<file path="src/rtl/display_scan_mux.sv">
// Time-multiplexed scanner for a common-segment multi-digit 7-segment display.
// Emits one BCD code per slot with one-hot enables, dead time and optional leading-zero blanking.
module display_scan_mux #(
  parameter int DIGITS      = 4,
  parameter int REFRESH_DIV = 50000,
  parameter int DEAD_CYCLES = 2
) (
  input  logic                  clk,
  input  logic                  rst,
  input  logic [4*DIGITS-1:0]   bcd_in,
  input  logic                  load,
  input  logic                  lz_en,
  output logic                  busy,
  output logic [3:0]            digit_data,
  output logic [DIGITS-1:0]     digit_sel,
  output logic                  frame_start
);

  localparam int CNT_W = (REFRESH_DIV > 1) ? $clog2(REFRESH_DIV) : 1;
  localparam int IDX_W = (DIGITS > 1) ? $clog2(DIGITS) : 1;

  logic                 run_q;
  logic [CNT_W-1:0]     cnt_q, cnt_d;
  logic [IDX_W-1:0]     idx_q, idx_d;
  logic [4*DIGITS-1:0]  shadow_q, shadow_d;
  logic [4*DIGITS-1:0]  pending_q, pending_d;
  logic                 busy_q, busy_d;
  logic [DIGITS-1:0]    sel_q, sel_d;
  logic [3:0]           data_q, data_d;
  logic                 fs_q, fs_d;
  logic                 wrap;
  logic                 boundary;

  // Code for digit i of v; blanked when lz is set, i>0 and digit i plus all above are zero.
  function automatic logic [3:0] digit_code(input logic [4*DIGITS-1:0] v,
                                            input logic [IDX_W-1:0]    i,
                                            input logic                lz);
    logic [3:0] code;
    logic       zero_above;
    code       = 4'h0;
    zero_above = 1'b1;
    for (int j = DIGITS - 1; j >= 0; j--) begin
      if (j >= int'(i)) zero_above = zero_above & (v[4*j +: 4] == 4'h0);
      if (j == int'(i)) code = v[4*j +: 4];
    end
    if (lz && (i != '0) && zero_above) code = 4'hF;
    return code;
  endfunction

  always_comb begin
    wrap     = (cnt_q == CNT_W'(REFRESH_DIV - 1));
    boundary = run_q && wrap && (idx_q == IDX_W'(DIGITS - 1));

    // The first edge after reset only arms the scanner, so the 0/0 slot is visible with frame_start.
    cnt_d = cnt_q;
    idx_d = idx_q;
    if (run_q) begin
      cnt_d = wrap ? '0 : cnt_q + 1'b1;
      if (wrap) idx_d = (idx_q == IDX_W'(DIGITS - 1)) ? '0 : idx_q + 1'b1;
    end

    shadow_d  = shadow_q;
    pending_d = pending_q;
    busy_d    = busy_q;
    if (boundary && load) begin
      shadow_d = bcd_in;
      busy_d   = 1'b0;
    end else if (load) begin
      pending_d = bcd_in;
      busy_d    = 1'b1;
    end else if (boundary && busy_q) begin
      shadow_d = pending_q;
      busy_d   = 1'b0;
    end

    sel_d  = (int'(cnt_d) < DEAD_CYCLES) ? '0 : (DIGITS'(1) << idx_d);
    data_d = digit_code(shadow_d, idx_d, lz_en);
    fs_d   = (cnt_d == '0) && (idx_d == '0);
  end

  always_ff @(posedge clk or posedge rst) begin
    if (rst) begin
      run_q     <= 1'b0;
      cnt_q     <= '0;
      idx_q     <= '0;
      shadow_q  <= '0;
      pending_q <= '0;
      busy_q    <= 1'b0;
      sel_q     <= '0;
      data_q    <= 4'hF;
      fs_q      <= 1'b0;
    end else begin
      run_q     <= 1'b1;
      cnt_q     <= cnt_d;
      idx_q     <= idx_d;
      shadow_q  <= shadow_d;
      pending_q <= pending_d;
      busy_q    <= busy_d;
      sel_q     <= sel_d;
      data_q    <= data_d;
      fs_q      <= fs_d;
    end
  end

  assign busy        = busy_q;
  assign digit_data  = data_q;
  assign digit_sel   = sel_q;
  assign frame_start = fs_q;

endmodule

</file>
<file path="config.mk">
export PLATFORM = sky130hd
export DESIGN_NAME = display_scan_mux
export DESIGN_NICKNAME = d
export VERILOG_FILES = /design/src/rtl/display_scan_mux.sv
export SDC_FILE = /design/constraint.sdc
export NUM_CORES = 1
export LEC_CHECK = 0
export ABC_AREA = 1
export ABC_CLOCK_PERIOD_IN_PS = 2600
export BUFFER_PORTS_ARGS = -buffer_cell sky130_fd_sc_hd__buf_4
export CORE_MARGIN = 2
export CORE_UTILIZATION = 40
export DETAILED_ROUTE_END_ITERATION = 10
export PLACE_DENSITY = 0.59
export REMOVE_ABC_BUFFERS = 1
export SYNTH_ARGS = -nofsm -noshare
export SYNTH_HDL_FRONTEND = slang
export SYNTH_SLANG_ARGS = --single-unit
</file>
<file path="constraint.sdc">
create_clock -name clk -period 2.6 [get_ports clk]
set_clock_uncertainty 0.05 [all_clocks]
set_input_delay 0 -clock clk [delete_from_list [all_inputs] [get_ports clk]]
set_output_delay 0 -clock clk [all_outputs]
set_load 0.005 [all_outputs]
</file>
; Yosys cells after proc, flatten, opt, wreduce, memory -nomap -nowiden
; Cells that the tools add are included.
[word_totals]
reg_bits = 61
latchBits = 0
ram_bits = 0
romBits = 0
mem_count = 0
[op_classes]
add_sub_neg = 2
multipliers = 0
div_mod_pow = 0
order_cmp = 4
n_eq_ne = 5
shift = 1
muxes = 20
bitwise_logic = 4
reduce_logical = 17
[op_table]
columns = operator, n
row1 = $mux W16, 5
row2 = $mux W4, 6
row3 = $add A16 B1 Y16 const B, 1
row4 = $eq A16 B16 Y1 const B, 1
row5 = $logic_not A16 Y1, 1
row6 = $logic_not A4 Y1, 4
row7 = $lt A16 B2 Y1 const B, 1
row8 = $logic_and A1 B1 Y1, 7
row9 = $mux W1, 6
row10 = $mux W2, 3
row11 = $eq A2 B2 Y1 const A, 2
row12 = $ge A1 B2 Y1 const A, 2
row13 = $logic_not A2 Y1, 2
row14 = $shl A1 B2 Y4 const A, 1
row15 = $and A1 B1 Y1, 3
row16 = $reduce_bool A3 Y1, 1
row17 = $add A2 B1 Y2 const B, 1
row18 = $eq A1 B2 Y1 const A, 1
row19 = $eq A2 B2 Y1 const B, 1
row20 = $ge A2 B2 Y1 const A, 1
row21 = $reduce_and A2 Y1, 1
row22 = $reduce_bool A2 Y1, 1
row23 = $not A1 Y1, 1

; Logic depth before layout (Yosys ltp)
; Gate-level depths: netlist (run 1).
[depth]
ltp_word = 16
mapped_depth = 15
depth_no_buf = 15

; Worst setup path after synthesis (run 1)
; No wires, ideal clock.
[synth_timing]
path_kind = register -> register
start = register cnt_q[0]
end = register pending_q[0]
setup_time_ns = 0.125
arrival_ns = 1.742
t_required_ns = 2.425
path_slack_ns = 0.684
stages_incl_launch_ff = 10
synth_period_minus_slack_ns = 1.916
path_cell_list = dfrtp_1 > ha_1 > nand2_1 > nor2_1 > nand2_2 > nor2_8 > nand2_2 > nand2_1 > buf_2 > mux2_2
[synth_between]
elab_chain_cells = 6
[synth_rtl]
columns = element, line
row1 = "start, declared", 23  ; logic [CNT_W-1:0] cnt_q, cnt_d;
row2 = "start signal, assigned", 94  ; cnt_q <= cnt_d;
row3 = $eq A16 B16 Y1, 51  ; wrap = (cnt_q == CNT_W'(REFRESH_DIV - 1));
row4 = $logic_and A1 B1 Y1 (2 in series), 52  ; boundary = run_q && wrap && (idx_q == IDX_W'(DIGITS - 1));
row5 = $logic_and A1 B1 Y1, 65  ; if (boundary && load) begin
row6 = $not A1 Y1 (no source line), n/a
row7 = $reduce_and A2 Y1 (no source line), n/a
row8 = "end signal, assigned", 97  ; pending_q <= pending_d;
row9 = "end, declared", 26  ; logic [4*DIGITS-1:0] pending_q, pending_d;
; Every way passes these cells.
; A chain may end at the register's enable or synchronous reset.

; Final worst setup path (run 1)
[layout_timing]
start = register cnt_q[0]
end = register data_q[0], in the netlist digit_data[0]
[layout_rtl]
columns = element, line
row1 = $eq A16 B16 Y1 (*), 51
row2 = $logic_and A1 B1 Y1 (*) (2 in series), 52
row3 = $logic_and A1 B1 Y1, 71  ; end else if (boundary && busy_q) begin
row4 = $mux W16, 71
row5 = $mux W16, 68  ; end else if (load) begin
row6 = $mux W16 (*), 65
row7 = via shadow_d[4], 25  ; logic [4*DIGITS-1:0] shadow_q, shadow_d;
row8 = $logic_not A4 Y1, 43  ; if (j >= int'(i)) zero_above = zero_above & (v[4*j +: 4] == 4'h0);
row9 = $and A1 B1 Y1, 43
row10 = $mux W1, 43
row11 = $and A1 B1 Y1, 43
row12 = $mux W1, 43
row13 = $logic_and A1 B1 Y1, 46  ; if (lz && (i != '0) && zero_above) code = 4'hF;
row14 = $mux W4 (*), 46
row15 = via data_d[0], 29  ; logic [3:0] data_q, data_d;
row16 = "end signal, assigned", 100  ; data_q <= data_d;
row17 = "end, declared", 29
; The timed path passes the listed nets; every way through them passes the cells marked *.

==> results.ini, run 1 <==
[run_status]
outcome = complete, no violations

[min_path]
min_path_type = in -> reg
worstHoldPathCells = 3
whs_endpoint = shadow_q[14]
hp-start = load

[route]
drt_iter0_drc = 110
routedWlPerCell_um = 13.38
vias = 2687
vias_per_cell = 4.798
wl_um = 7492
drc = 0
ant_nets = 0
firstDrtPassIters = 4

[clock_tree]
cts_inserted_buffers = 9
cts-root-buf = clkbuf_8
clockBufferDepth = 2
post_cts_buffers = 0
cts.sinks = 61
tritoncts = yes
path_clk_slew_ps = 70
h-tree-depth = 3
clkLatencyLatePin_ps = 350

[floorplan]
core_area_mm2 = 0.007727
chipWidth_um = 93.44
num_rows = 32
start_util = 0.4140
die-area_mm2 = 0.008730
io_pins = 30
dieHeight_um = 93.44

[grt]
grtUsageTotal = 0.1925
use_met2 = 0.3447
grt.met3_usage = 0.04512
grt_start_max_net_pins = 30
grt_overflow = 0
antenna_found_initial = 0
grt_pass1_vias = 2812
grt_pass1_wl_um = 12960
grt_use_met1 = 0.2222
busiest_layer = met2

[timing]
period_share = 0.8906
finalCriticalPeriod_ps = 2316
setup-violations-final = 0
slew_headroom = 0.5073
fin_tns_setup_ps = 0
drv_slew = 0
hold_viol_final = 0
rsz0062_at_grt = no
worstMarginPinSlew_ps = 739.0
fmax_mhz = 431.9

[synth]
ys_types = 36
synthTopCellsByArea = dfrtp_1, nand2_1, inv_1
synth_common_cells = nand2_1, inv_1, dfrtp_1
yosysTopAreaCell = dfrtp_1
ys.warnings.count = 0
synth_seq_cells = 61
yosysSeqAreaShare = 0.4787
syn_inst = 399
synthMostInstantiatedCell = nand2_1
syn_area_mm2 = 0.003199
ys.flop_type = dfrtp_1
synth.top_cell.area_share = 0.4458
synth_edf_count = 0
ys_async_sr_fraction = 1.000
syn_area_per_cell_um2 = 8.018

[worst_setup_path]
r2r-end = digit_data[0]
worstSetupStartpointType = flop
reg2reg_from = cnt_q[0]
path_class = reg -> reg
rr_worst_depth = 14
r2r_slack_ps = 280
end_kind = flop
critPathMaxFanout = 18
worstPathArrival_ps = 2540
worstPathRequired_ps = 2820

[pwr]
p_seq_frac = 0.467
p_int_mw = 1.702
comb_power_share = 0.156
power_density_mw_per_mm2 = 606.7
ir_drop_mv = 0.3455
power_mw = 2.380
clockPowerShare = 0.377
swShare = 0.2848
p_sw_mw = 0.6777
power_leakage_nw = 2.093

[final_layout]
fin_area_mm2 = 0.003923
area_growth_syn_to_layout_pct = 22.60
num-nets-final = 475
final-instance-count-excl-fill = 560
post-route-util = 0.5076
drive_gt1_frac = 0.1943
diodes = 0

[job]
maxCapViolations = 0

[placement]
numPortBuffers = 29
place_area_mm2 = 0.003536
dp_hpwl_um = 5548
dpl.cell_count = 527
gp_congestion = 0.8850

## worst max-delay path, stage by stage (launching register included)
cell     delay (ps)
dfrtp_1         420
ha_1            220
nand2_1          80
nor2_1          130
nand2_2         100
nor2_8          240
nand2_2         130
nor2_4          210
nor2_1           70
nor2_1          170
inv_1            90
nand2_1          60
nand3_1          90
nor2_1          100
nand2_1          60
## registers in the layout, indices dropped and copies added (netlist names)
| signal | cells |
|---|---|
| busy | 1 |
| cnt_q | 16 |
| digit_data | 4 |
| digit_sel | 4 |
| frame_start | 1 |
| idx_q | 2 |
| pending_q | 16 |
| run_q | 1 |
| shadow_q | 16 |
## placed cells by master (no fill, tap or decap), drive strengths merged
master         n
xor2           2
dlygate4sd3   17
nor2          49
mux2          11
bufinv         1
or2            1
nand3b         3
inv           63
dfstp          4
clkinv         2
ha             2
nand4         21
clkinvlp       1
o211ai         2
o21bai         1
nand3         35
nor3b          1
dfrtp         57
nand2        110
a21oi          3
clkbuf        13
buf           34
conb           1
nor3           9
o21ai         15
## worst max path at each step
stage | start | to | slack (ps) | cells after the start
after floorplan | cnt_q[0] | pending_q[0] | 430 | 8
after detailed placement | cnt_q[0] | digit_data[0] | 270 | 14
after global placement | cnt_q[0] | digit_data[0] | 320 | 14
final | cnt_q[0] | digit_data[0] | 280 | 14
after CTS | cnt_q[0] | digit_data[0] | 230 | 14
after global routing | cnt_q[0] | digit_data[0] | 3 | 14
## layer usage
metal  part of all wire  wire length, µm  vias to the layer above
li1                   -                -                     1372
met1               0.43             3214                     1264
met2               0.52             3892                       39
met3              0.034              252                       12
met4              0.018              132                        0
met5                  0                0                        -
## final cells by class
cell class | count | area, µm²
inverters | 64 | 240.2
flip-flops and latches | 61 | 1531
repair buffers | 51 | 425.4
multi-input cells | 266 | 1386
well taps | 102 | 127.6
clock buffers | 13 | 168.9
fillers | 774 | 3805
clock inverters | 3 | 42.54
## logic make-up (layout without fill, tap and decap cells)
group | after synthesis | after routing | share of synthesized area
AND/OR/NAND/NOR | 229 | 229 | 0.3387
buffers and inverters | 72 | 131 | 0.08956
flip-flops | 61 | 61 | 0.4787
AO/OA/AOI/OAI | 21 | 21 | 0.03989
multiplexers | 11 | 11 | 0.03872
adder cells (fa/ha/maj) | 2 | 2 | 0.007820
XOR/XNOR | 2 | 2 | 0.005476
other | 1 | 1 | 0.001172
## timing repair
action                     CTS  global route
setup endpoints to repair    0             1
hold endpoints to repair    54             0
hold buffers                17             0
gates resized for setup      0             1
## power groups by stage
stage,logic (mW),clock network [mW],registers (mW)
floorplan,0.252,0,1.10
global route,0.426,0.959,1.12
CTS,0.375,0.922,1.11
finish,0.372,0.896,1.11
global placement,0.351,0,1.13
detailed placement,0.354,0,1.13
## through the flow
| stage | worst slack [ps] | hold WS, ps |
|---|---|---|
| final | 284.5 | 36.53 |
| after global routing | 3.312 | 30.85 |
| after CTS | 227.8 | 17.61 |
| after detailed placement | 275.0 | 85.27 |
| after global placement | 318.1 | 75.07 |
| after floorplan | 431.1 | 99.71 |
No activity file was read; power rests on OpenSTA's default activity.
==> inputs of run 2 (changes only) <==
--- a/config.mk
+++ b/config.mk
@@ -13,6 +13,7 @@
 export DETAILED_ROUTE_END_ITERATION = 10
 export PLACE_DENSITY = 0.59
 export REMOVE_ABC_BUFFERS = 1
+export SETUP_SLACK_MARGIN = 0.3
 export SYNTH_ARGS = -nofsm -noshare
 export SYNTH_HDL_FRONTEND = slang
 export SYNTH_SLANG_ARGS = --single-unit
==> results.ini, run 2 (synthesis gave the netlist of run 1 again) <==
[run_status]
outcome = complete, no violations

[worst_setup_path]
path_class = reg -> reg
critPathMaxFanout = 5
reg2reg_from = cnt_q[1]
worstPathArrival_ps = 2420
crit_family = simple AND/OR/NAND/NOR gates
r2r_slack_ps = 380
worstPathRequired_ps = 2800
cpMaxStageDelayCell = dfrtp_1
end_kind = flop
critPathBufInv = 2
path_cells = ha_2, nand2_1, nor2_2, nand2_4, nor2_8, buf_4, nor3_1, nor3_1, nand3_1, nand2_1, inv_1
rr_worst_depth = 11
r2r-end = digit_sel[2]
worstSetupStartpointType = flop
critPathMaxStageDelay_ps = 400

[timing]
rsz0062_at_grt = yes
hold_viol_final = 0
finalCriticalPeriod_ps = 2216
drv_slew = 0
period_share = 0.8523
worstMarginPinSlew_ps = 638.3
fin_tns_setup_ps = 0
setup-violations-final = 0
slew_headroom = 0.5739
finalWorstSetupSlack_ps = 384.0
fmax_mhz = 451.3

[min_path]
worstHoldPathCells = 3
whs_endpoint = shadow_q[14]
hp-start = load
min_path_type = in -> reg

[final_layout]
diodes = 0
post-route-util = 0.5298
fin_area_mm2 = 0.004094
layout_commonest_cell = nand2_1
area_growth_syn_to_layout_pct = 27.96
num-nets-final = 493
layout_common_cells = nand2_1, inv_1, dfrtp_1, buf_4, nor2_1
drive_gt1_frac = 0.2416
reg_top3 = cnt_q x16, pending_q x16, shadow_q x16

[placement]
dp_hpwl_um = 5548
place_area_mm2 = 0.003536
gp_congestion = 0.8850
numPortBuffers = 29
dp_slack_ps = 275.0

[floorplan]
die-area_mm2 = 0.008730
num_rows = 32
core_area_mm2 = 0.007727
start_util = 0.4140
io_pins = 30
dieHeight_um = 93.44
chipWidth_um = 93.44

[pwr]
ir_drop_mv = 0.3464
clockPowerShare = 0.370
comb_power_share = 0.172
p_seq_frac = 0.458
power_density_mw_per_mm2 = 594.6
p_sw_mw = 0.7077
power_leakage_nw = 2.196
swShare = 0.2907
p_int_mw = 1.726

[route]
vias_per_cell = 4.865
firstDrtPassIters = 4
drt_iter0_drc = 141
vias = 2812
ant_nets = 0
drc = 0
wl_um = 8059
routedWlPerCell_um = 13.94

[clock_tree]
cts.sinks = 61
cts_inserted_buffers = 9
path_clk_slew_ps = 80
h-tree-depth = 3
cts-root-buf = clkbuf_8
clockBufferDepth = 2
clkLatencyLatePin_ps = 350
tritoncts = yes

[grt]
grt_pass1_wl_um = 13020
grtUsageTotal = 0.1936
grt_start_max_net_pins = 30
grt_pass1_vias = 2818
antenna_found_initial = 0
grt_overflow = 0

[job]
maxCapViolations = 0

## run 2: cell types whose count changed in the layout (fill, tap and decap cells not counted), moves of 2 or more
cell     change
nor2_1       -3
nor2_2       +3
buf_4       +16
nand3_2      +2
ha_2         +2
ha_1         -2
## run 2: what timing repair did
action                                  4_1_cts  5_1_grt
endpoints found under the setup margin        4        9
hold endpoints to repair                     54        0
hold buffers                                 17        0
pin swaps                                     1        6
gates cloned                                  0        2
setup buffers                                 3       13
resized for setup                             0       11
## run 2: power by group through the flow
stage               registers, mW  logic [mW]  clock network (mW)
global route                 1.12       0.471               0.959
detailed placement           1.13       0.354                   0
CTS                          1.11       0.375               0.922
floorplan                    1.10       0.252                   0
global placement             1.13       0.351                   0
finish                       1.11       0.419               0.902
## run 2: layer usage
| metal | vias up | part of all wire | global-route usage |
|---|---|---|---|
| met5 | - | 0 | 0 |
| met4 | 0 | 0.019 | 0.07230 |
| met3 | 15 | 0.033 | 0.04512 |
| met2 | 53 | 0.52 | 0.3453 |
| met1 | 1325 | 0.43 | 0.2248 |
| li1 | 1419 | - | - |
## run 2: final cells by class
| cell class | instances | area [µm²] |
|---|---|---|
| Fill cell | 756 | 3633 |
| Clock buffer | 13 | 168.9 |
| Multi-Input combinational cell | 268 | 1436 |
| Inverter | 64 | 240.2 |
| Clock inverter | 3 | 42.54 |
| Sequential cell | 61 | 1533 |
| Timing Repair Buffer | 67 | 545.5 |
| Tap cell | 102 | 127.6 |
## run 2: how the worst max path moves through the flow
| stage | endpoint | cells after the start | startpoint |
|---|---|---|---|
| floorplan | pending_q[0] | 8 | cnt_q[0] |
| global placement | digit_data[0] | 14 | cnt_q[0] |
| detailed placement | digit_data[0] | 14 | cnt_q[0] |
| CTS | digit_data[0] | 14 | cnt_q[0] |
| global route | digit_data[0] | 16 | cnt_q[1] |
| finish | digit_sel[2] | 11 | cnt_q[1] |
## run 2: worst min-delay path, cell delays in order
cell and delay (ps):
buf_4 160, nand4_1 120, nand3_2 100
## run 2: through the flow
stage          cells  hold WS, ps  total power, mW
6_report         578        35.18            2.434
5_1_grt          578        30.62            2.552
4_1_cts          563        17.31            2.408
3_5_place_dp     527        85.27            1.480
3_3_place_gp     527        75.07            1.476
2_1_floorplan    391        99.71            1.355
==> inputs of run 3 (changes only) <==
--- a/config.mk
+++ b/config.mk
@@ -6,7 +6,7 @@
 export NUM_CORES = 1
 export LEC_CHECK = 0
 export ABC_AREA = 1
-export ABC_CLOCK_PERIOD_IN_PS = 2600
+export ABC_CLOCK_PERIOD_IN_PS = 2500
 export BUFFER_PORTS_ARGS = -buffer_cell sky130_fd_sc_hd__buf_4
 export CORE_MARGIN = 2
 export CORE_UTILIZATION = 40
==> constraint.sdc (replaced) <==
create_clock -name clk -period 2.5 [get_ports clk]
set_clock_uncertainty 0.05 [all_clocks]
set_input_delay 0 -clock clk [delete_from_list [all_inputs] [get_ports clk]]
set_output_delay 0 -clock clk [all_outputs]
set_load 0.005 [all_outputs]
==> results.ini, run 3 (synthesis gave the netlist of run 1 again) <==
[floorplan]
dieHeight_um = 93.44
core_area_mm2 = 0.007727
num_rows = 32
chipWidth_um = 93.44
die-area_mm2 = 0.008730
io_pins = 30
start_util = 0.4140

[clock_tree]
clockBufferDepth = 2
h-tree-depth = 3
clkLatencyLatePin_ps = 340
cts.sinks = 61
cts-root-buf = clkbuf_8
cts_inserted_buffers = 9
path_clk_slew_ps = 60
tritoncts = yes

[worst_setup_path]
end_kind = flop
worstSetupStartpointType = flop
cpMaxStageDelayCell = dfrtp_1
critPathBufInv = 3
critPathMaxStageDelay_ps = 410
crit_top_cell = nand2_1
critPathMaxFanout = 5
worstPathArrival_ps = 2250
worstPathRequired_ps = 2680
path_class = reg -> reg
path_cells = buf_4, nand2_1, nor2_1, nand3_1, buf_4, nand2_1, nand2_1, nand4_1, nor3_1, nand3_1, nand2_1, inv_1
crit_family = simple AND/OR/NAND/NOR gates

[timing]
finalWorstSetupSlack_ps = 432.6
slew_headroom = 0.5556
finalCriticalPeriod_ps = 2067
setup-violations-final = 0
worstMarginPinSlew_ps = 664.2
rsz0062_at_grt = yes
hold_viol_final = 0
period_share = 0.8270
drv_slew = 0
fin_tns_setup_ps = 0
fmax_mhz = 483.7

[final_layout]
drive_gt1_frac = 0.2702
reg_top3 = cnt_q x16, pending_q x16, shadow_q x16
num-nets-final = 487
fin_area_mm2 = 0.004119
post-route-util = 0.5330
diodes = 0
layout_common_cells = nand2_1, dfrtp_1, inv_1, buf_4, nor2_1
layout_commonest_cell = nand2_1
area_growth_syn_to_layout_pct = 28.74

[run_status]
outcome = complete, no violations

[grt]
grt_overflow = 0
grt_start_max_net_pins = 28
grt_pass1_wl_um = 13010
grt_pass1_vias = 2778
grtUsageTotal = 0.1929
antenna_found_initial = 0

[placement]
numPortBuffers = 29
place_area_mm2 = 0.003536
dp_slack_ps = 143.8
gp_congestion = 0.8609
dp_hpwl_um = 5518

[pwr]
power_mw = 2.478
power_leakage_nw = 2.204
power_density_mw_per_mm2 = 601.6
ir_drop_mv = 0.4223

[route]
vias = 2763
ant_nets = 0
drc = 0
wl_um = 7753
firstDrtPassIters = 4
vias_per_cell = 4.830
routedWlPerCell_um = 13.55
drt_iter0_drc = 159

[job]
maxCapViolations = 0

[min_path]
min_path_type = in -> reg

==> run 3: final timing paths <==
path	end	from	slack, ps	cells past startpoint
min in group asynchronous	cnt_q[10]	rst	250	3
max in group asynchronous	digit_data[0]	rst	1360	4
worst max-delay path	digit_sel[3]	cnt_q[1]	430	12
worst max register to register	digit_sel[3]	cnt_q[1]	430	12
worst min-delay path	shadow_q[10]	load	40	3
worst min register to register	pending_q[15]	pending_q[15]	440	2
==> run 3: cell type report <==
cell class / instances / area (µm²)
multi-input cells: 267 / 1509
inverters: 64 / 242.7
clock buffers: 15 / 166.4
well taps: 102 / 127.6
repair buffers: 62 / 508.0
clock inverters: 1 / 30.03
fillers: 716 / 3608
flip-flops and latches: 61 / 1535
==> run 3: routing by layer <==
| metal | vias to the layer above | track usage | wire [µm] | part of all wire |
|---|---|---|---|---|
| met5 | - | 0 | 0 | 0 |
| met2 | 45 | 0.3255 | 3933 | 0.51 |
| li1 | 1407 | - | - | - |
| met4 | 0 | 0.06495 | 153 | 0.020 |
| met1 | 1297 | 0.2454 | 3432 | 0.44 |
| met3 | 14 | 0.04110 | 233 | 0.030 |
==> run 3: worst min-delay path, delay by kind of cell <==
kind                   cells  cell delay (ps)
buffers and inverters      1              160
AND/OR/NAND/NOR            2              210
==> run 3: through the flow <==
stage | hold WS (ps) | std cells
5_1_grt | 52.12 | 572
3_3_place_gp | 57.21 | 527
3_5_place_dp | 76.47 | 527
6_report | 41.38 | 572
2_1_floorplan | 99.71 | 391
4_1_cts | 41.91 | 562
==> run 3: repair_timing <==
item                                   CTS  global route
resized for setup                        2            37
pin swaps                                1            13
setup endpoints to repair               15            20
endpoints found under the hold margin   55             0
hold buffers                            17             0
buffers inserted                         2             9
cloned                                   0             1
==> run 3: report_power, final <==
group / total [mW] / internal, mW / leakage [nW] / switching (mW)
clock network: 0.880 / 0.517 / 0.0979 / 0.363
registers: 1.16 / 1.08 / 0.763 / 0.0813
logic: 0.439 / 0.186 / 1.34 / 0.254
